$ cat src/rtl/regfile_wb_scheduler_if.sv
// Write-back bus between the execute/memory producers, the issue stage and the
// register-file write port.
//   a_*   : ALU write-back request (valid/ready handshake, rd, data)
//   b_*   : load write-back request (valid/ready handshake, rd, data)
//   iss_* : issuing instruction's destination register (marks it busy)
//   busy  : per-register pending write-back scoreboard
//   reg_write/rw_reg/wr_data : registered register-file write port
// slave modport is taken by the scheduler, master by whoever drives the requests.
interface regfile_wb_scheduler_if #(
  parameter int DATA_W = 32,
  parameter int ADDR_W = 5,
  parameter int NREG   = 2**ADDR_W
);
  logic              a_valid;
  logic              a_ready;
  logic [ADDR_W-1:0] a_rd;
  logic [DATA_W-1:0] a_data;
  logic              b_valid;
  logic              b_ready;
  logic [ADDR_W-1:0] b_rd;
  logic [DATA_W-1:0] b_data;
  logic              iss_valid;
  logic [ADDR_W-1:0] iss_rd;
  logic [NREG-1:0]   busy;
  logic              reg_write;
  logic [ADDR_W-1:0] rw_reg;
  logic [DATA_W-1:0] wr_data;

  modport slave (
    input  a_valid, a_rd, a_data,
    input  b_valid, b_rd, b_data,
    input  iss_valid, iss_rd,
    output a_ready, b_ready,
    output busy, reg_write, rw_reg, wr_data
  );

  modport master (
    output a_valid, a_rd, a_data,
    output b_valid, b_rd, b_data,
    output iss_valid, iss_rd,
    input  a_ready, b_ready,
    input  busy, reg_write, rw_reg, wr_data
  );
endinterface

$ cat src/rtl/regfile_wb_scheduler.sv
// Write-back scheduler for a single-write-port register file.
// Arbitrates round-robin between ALU results (a_*) and load data (b_*),
// registers the granted write onto reg_write/rw_reg/wr_data, and keeps a
// busy scoreboard of destination registers with write-backs outstanding.
// Ports:
//   i_clk   : clock, rising edge
//   i_rst_n : synchronous active-low reset
//   wb      : write-back bus (slave side), see regfile_wb_scheduler_if
module regfile_wb_scheduler #(
  parameter int DATA_W = 32,
  parameter int ADDR_W = 5,
  parameter int NREG   = 2**ADDR_W
) (
  input  logic                    i_clk,
  input  logic                    i_rst_n,
  regfile_wb_scheduler_if.slave   wb
);

  typedef enum logic {
    PRI_A = 1'b0,
    PRI_B = 1'b1
  } pri_e;

  pri_e              pri_q, pri_d;
  logic              reg_write_q, reg_write_d;
  logic [ADDR_W-1:0] rw_reg_q, rw_reg_d;
  logic [DATA_W-1:0] wr_data_q, wr_data_d;
  logic [NREG-1:0]   busy_q, busy_d;

  logic              a_rdy;
  logic              b_rdy;
  logic              xfer;
  logic [ADDR_W-1:0] grant_rd;
  logic [DATA_W-1:0] grant_data;

  // Readies are the only combinational outputs; they are forced low during
  // reset so nothing handshakes while the state is being cleared.
  always_comb begin
    a_rdy = i_rst_n & wb.a_valid & (~wb.b_valid | (pri_q == PRI_A));
    b_rdy = i_rst_n & wb.b_valid & (~wb.a_valid | (pri_q == PRI_B));
    xfer  = a_rdy | b_rdy;
    grant_rd   = a_rdy ? wb.a_rd   : wb.b_rd;
    grant_data = a_rdy ? wb.a_data : wb.b_data;
  end

  // Priority pointer: always hands priority to the requester that was not
  // granted, even when it was not requesting.
  always_comb begin
    pri_d = pri_q;
    if (a_rdy) begin
      pri_d = PRI_B;
    end else if (b_rdy) begin
      pri_d = PRI_A;
    end
  end

  // Write port: index/data follow every transfer (including rd==0), but the
  // enable is suppressed for register 0.
  always_comb begin
    reg_write_d = xfer & (grant_rd != '0);
    rw_reg_d    = xfer ? grant_rd   : rw_reg_q;
    wr_data_d   = xfer ? grant_data : wr_data_q;
  end

  // Scoreboard: issue set takes precedence over write-back clear so a newly
  // issued producer of the same register stays outstanding.
  always_comb begin
    busy_d = busy_q;
    for (int unsigned n = 1; n < NREG; n++) begin
      if (wb.iss_valid && (wb.iss_rd == ADDR_W'(n))) begin
        busy_d[n] = 1'b1;
      end else if (xfer && (grant_rd == ADDR_W'(n))) begin
        busy_d[n] = 1'b0;
      end
    end
    busy_d[0] = 1'b0;
  end

  always_ff @(posedge i_clk) begin
    if (!i_rst_n) begin
      pri_q       <= PRI_A;
      reg_write_q <= 1'b0;
      rw_reg_q    <= '0;
      wr_data_q   <= '0;
      busy_q      <= '0;
    end else begin
      pri_q       <= pri_d;
      reg_write_q <= reg_write_d;
      rw_reg_q    <= rw_reg_d;
      wr_data_q   <= wr_data_d;
      busy_q      <= busy_d;
    end
  end

  assign wb.a_ready   = a_rdy;
  assign wb.b_ready   = b_rdy;
  assign wb.reg_write = reg_write_q;
  assign wb.rw_reg    = rw_reg_q;
  assign wb.wr_data   = wr_data_q;
  assign wb.busy      = busy_q;

endmodule

$ cat src/flat_wrapper.sv
// flat-port wrapper written by rule: the top's interface ports become plain ports
module regfile_wb_scheduler_flat 
#(
  parameter int DATA_W = 32,
  parameter int ADDR_W = 5,
  parameter int NREG   = 2**ADDR_W
)
  (i_clk, i_rst_n, wb_a_valid, wb_a_rd, wb_a_data, wb_b_valid, wb_b_rd, wb_b_data, wb_iss_valid, wb_iss_rd, wb_a_ready, wb_b_ready, wb_busy, wb_reg_write, wb_rw_reg, wb_wr_data);
  regfile_wb_scheduler_if #(.DATA_W(DATA_W), .ADDR_W(ADDR_W), .NREG(NREG)) wb_i ();
  input  logic i_clk;
  input  logic i_rst_n;
  input wire logic [$bits(wb_i.a_valid)-1:0] wb_a_valid;
  input wire logic [$bits(wb_i.a_rd)-1:0] wb_a_rd;
  input wire logic [$bits(wb_i.a_data)-1:0] wb_a_data;
  input wire logic [$bits(wb_i.b_valid)-1:0] wb_b_valid;
  input wire logic [$bits(wb_i.b_rd)-1:0] wb_b_rd;
  input wire logic [$bits(wb_i.b_data)-1:0] wb_b_data;
  input wire logic [$bits(wb_i.iss_valid)-1:0] wb_iss_valid;
  input wire logic [$bits(wb_i.iss_rd)-1:0] wb_iss_rd;
  output wire logic [$bits(wb_i.a_ready)-1:0] wb_a_ready;
  output wire logic [$bits(wb_i.b_ready)-1:0] wb_b_ready;
  output wire logic [$bits(wb_i.busy)-1:0] wb_busy;
  output wire logic [$bits(wb_i.reg_write)-1:0] wb_reg_write;
  output wire logic [$bits(wb_i.rw_reg)-1:0] wb_rw_reg;
  output wire logic [$bits(wb_i.wr_data)-1:0] wb_wr_data;
  assign wb_i.a_valid = wb_a_valid;
  assign wb_i.a_rd = wb_a_rd;
  assign wb_i.a_data = wb_a_data;
  assign wb_i.b_valid = wb_b_valid;
  assign wb_i.b_rd = wb_b_rd;
  assign wb_i.b_data = wb_b_data;
  assign wb_i.iss_valid = wb_iss_valid;
  assign wb_i.iss_rd = wb_iss_rd;
  assign wb_a_ready = wb_i.a_ready;
  assign wb_b_ready = wb_i.b_ready;
  assign wb_busy = wb_i.busy;
  assign wb_reg_write = wb_i.reg_write;
  assign wb_rw_reg = wb_i.rw_reg;
  assign wb_wr_data = wb_i.wr_data;
  regfile_wb_scheduler #(.DATA_W(DATA_W), .ADDR_W(ADDR_W), .NREG(NREG)) u_core (.i_clk(i_clk), .i_rst_n(i_rst_n), .wb(wb_i));
endmodule
$ cat config.mk
export PLATFORM = sky130hd
export DESIGN_NAME = regfile_wb_scheduler_flat
export DESIGN_NICKNAME = d
export VERILOG_FILES = /design/src/rtl/regfile_wb_scheduler_if.sv /design/src/rtl/regfile_wb_scheduler.sv /design/src/flat_wrapper.sv
export SDC_FILE = /design/constraint.sdc
export NUM_CORES = 1
export LEC_CHECK = 0
export BUFFER_PORTS_ARGS = -buffer_cell sky130_fd_sc_hd__buf_2
export CAP_MARGIN = 10
export CORE_MARGIN = 5
export CORE_UTILIZATION = 32
export DETAILED_ROUTE_END_ITERATION = 8
export GPL_TIMING_DRIVEN = 0
export MAX_ROUTING_LAYER = met4
export SYNTH_ARGS = -nofsm -noshare
export SYNTH_HDL_FRONTEND = slang
export SYNTH_SLANG_ARGS = --single-unit
export TNS_END_PERCENT = 10
$ cat constraint.sdc
create_clock -name i_clk -period 1.8 [get_ports i_clk]
set_input_delay 0.27 -clock i_clk [delete_from_list [all_inputs] [get_ports i_clk]]
set_output_delay 0.27 -clock i_clk [all_outputs]
set_load 0.02 [all_outputs]
==> run metrics <==
Max Fanout on Critical Path=9; Yosys warning total=0; power share of the clock group=36.4%; wire per inst=16.5 µm; WP depth=5; Finished Layout Cells=699; Hold EP=u_core.wb.wr_data[4]; met2 global-route usage=29.9%; Initial Util=32.4%; CTS tree=done; outcome=completed; ys async rst share=0%; Final Critical Period=1.76 ns; peak supply drop=0.324 mV; worst path cell trace=a21boi_4 -> buf_4 -> a2111oi_0 -> a31oi_1 -> o221a_2; gr busiest metal=met2; Die Y=112 µm; total congestion overflow=0; layout cells sized above 1=36.9%; Yosys reg bits=70; Setup CP Type=reg -> reg; Detailed Routing Iterations Pass 1=5; RSZ-0062 raised after global routing=false; Skew-Pair Late Insertion Delay=0.35 ns; Most used DFF post-synth=dfxtp_1; final hold violations=0; GRT met3 Usage=5.33%; Slowest cell on crit path=a2111oi_0; Avg Cell Area, Syn=8.42 µm²; vias in the first global route=3608; worst reg2reg path depth=5; Max Clock Freq=0.569 GHz; Mapped Area=3320 µm²; Worst EP required=2.04 ns; antenna-violating nets left=0; post-synth cell types=40; NetSw=1.10 mW; Antenna diodes=0; most common cell after layout, fill and taps aside=buf_2; worst stage delay on the critical path=0.54 ns; met1 Usage GRT=23.4%; max-cap violation count=0; most frequent cells in the layout=buf_2, dfxtp_1, nor2_1; Final nets=643; via/cell ratio=5.29; core region area=10200 µm²; Arr. time, crit path=2.00 ns; Pint=2.66 mW; CTS sink cnt=70; DPL Wire Length=9020 µm; Crit. End Element=flip-flop; Sum Neg Setup Slack=0 ns; root buffer cell=clkbuf_8; max-slew violations=0; synthesized net count=478; routability cong.=0.942; Die Width=112 µm; WHS Path Cells=3; max reg flops=32; first-pass GRT wire length=18500 µm; Comb power frac=19.1%; post-cts hold buffer count=0; synth-to-layout area growth=35.6%; Setup Skew=0.0107 ns; WP buf/inv=1; Cells after Synth=394; Leak=1.95 nW; num rows=37; reg2reg start=u_core.pri_q; Top Ports=156; Seq pwr share=44.5%; Num CTS Buffers=9; Post-synth EDFFs=0; Total GRT Usage=18.8%; CP top delay family=compound AO/OA/AOI/OAI gates; Die ar.=12500 µm²; DRC=0; First DRT Iteration DRCs=194; HP Class=in -> reg; final setup fails=0; Slew Limit Headroom=63.5%; largest net degree at the start of global routing=12; Area contributors post-synth=dfxtp_1, nor2_1, o22ai_1, nor3_1, o221a_2; period utilization=97.7%; fin util=43.9%; WL final=11600 µm; clock buffer depth=2; Setup crit start kind=flip-flop; cell area power density=836 nW/µm²; routed vias=3695; total power=3.76 mW; Worst Tran Pin Value=0.534 ns; initial antenna violation count=0; placed cells=683; HP Start=wb_a_data[4]; post-synthesis sequential area ratio=42.3%; clk slew on worst S/H paths=0.08 ns; port bufs=153; top-area cell type share of the netlist area=42.3%; Clock H-tree levels=3; area leader, netlist=dfxtp_1; FF-to-FF setup slack=0.04 ns; Worst R2R End=u_core.wb.busy[19]; switching share of power=29.1%
[repair_timing]
action | CTS | global route
pin swaps | 1 | 0
setup buffers | 1 | 0
setup endpoints to repair | 2 | 15
gates resized for setup | 5 | 7
[power by group through the flow]
stage          Sequential [mW]  Clock (mW)  Combinational [mW]
2_1_floorplan             1.80           0               0.320
3_3_place_gp              1.70           0               0.696
3_5_place_dp              1.70           0               0.706
4_1_cts                   1.67        1.40               0.715
5_1_grt                   1.68        1.47               0.786
6_report                  1.67        1.37               0.719
[cells in the mapped netlist (2+ instances only)]
master	n
o21ai_0	27
a311oi_1	3
clkbuf_1	21
dfxtp_1	70
inv_1	5
nand4_1	4
nor2b_1	7
o22ai_1	32
nand4b_1	2
and2_1	4
nand2b_1	11
a221oi_2	2
nand2_1	14
a31oi_1	18
o221a_2	15
o221a_1	10
o31ai_1	4
or3_1	2
a211oi_1	9
nor3_1	37
a2111oi_0	3
a21oi_1	5
nand3_1	4
nor2_1	59
inv_2	2
o41ai_2	2
buf_2	7
buf_4	3
[kinds of logic (layout without fill, tap and decap cells)]
kind of cell	after synthesis	in the layout	share of synthesized area, %
buffers and inverters	39	208	5.02
AOI/OAI and AO/OA	136	136	31.2
DFF	70	70	42.3
other	1	1	0.113
and+or+nand+nor	148	148	21.4
[area by class of cell]
cell class / count / area (µm²)
well taps: 136 / 170
multi-input cells: 285 / 1770
clock buffers: 10 / 128
flip-flops and latches: 70 / 1400
fillers: 1062 / 5740
inverters: 7 / 26.3
clock inverters: 5 / 75.1
plain buffers: 32 / 149
repair buffers: 154 / 776
[per-layer routing]
metal | routed length (µm) | up-vias
met5 | 0 | -
met4 | 105 | 0
met3 | 1070 | 5
met2 | 5290 | 175
met1 | 5090 | 1694
li1 | - | 1821
[worst max-delay path by stage]
| stage | to | start | slack, ns |
|---|---|---|---|
| final | u_core.wb.busy[19] | u_core.pri_q | 0.04 |
| after global routing | wb_a_ready | u_core.pri_q | 0.01 |
| after CTS | wb_b_ready | u_core.pri_q | 0.002 |
| after detailed placement | u_core.wb.busy[17] | wb_b_valid | -0.06 |
| after global placement | u_core.wb.busy[19] | wb_b_valid | -0.0003 |
| after floorplan | u_core.wb.busy[17] | u_core.pri_q | 0.37 |
[worst register-to-register path, delay by kind of cell (launching register included)]
kind | cells | cell delay, ns
compound gates | 4 | 1.12
buf+inv | 1 | 0.17
flops | 1 | 0.36
[through the flow]
stage	hold slack, ns	setup slack [ns]	cell area (µm²)
3_5_place_dp	0.461	-0.0604	4250
6_report	0.175	0.0412	4500
2_1_floorplan	0.423	0.367	3320
3_3_place_gp	0.451	-0.000278	4250
5_1_grt	0.175	0.0107	4500
4_1_cts	0.169	0.00227	4480
No activity file was read; power rests on OpenSTA's default activity.
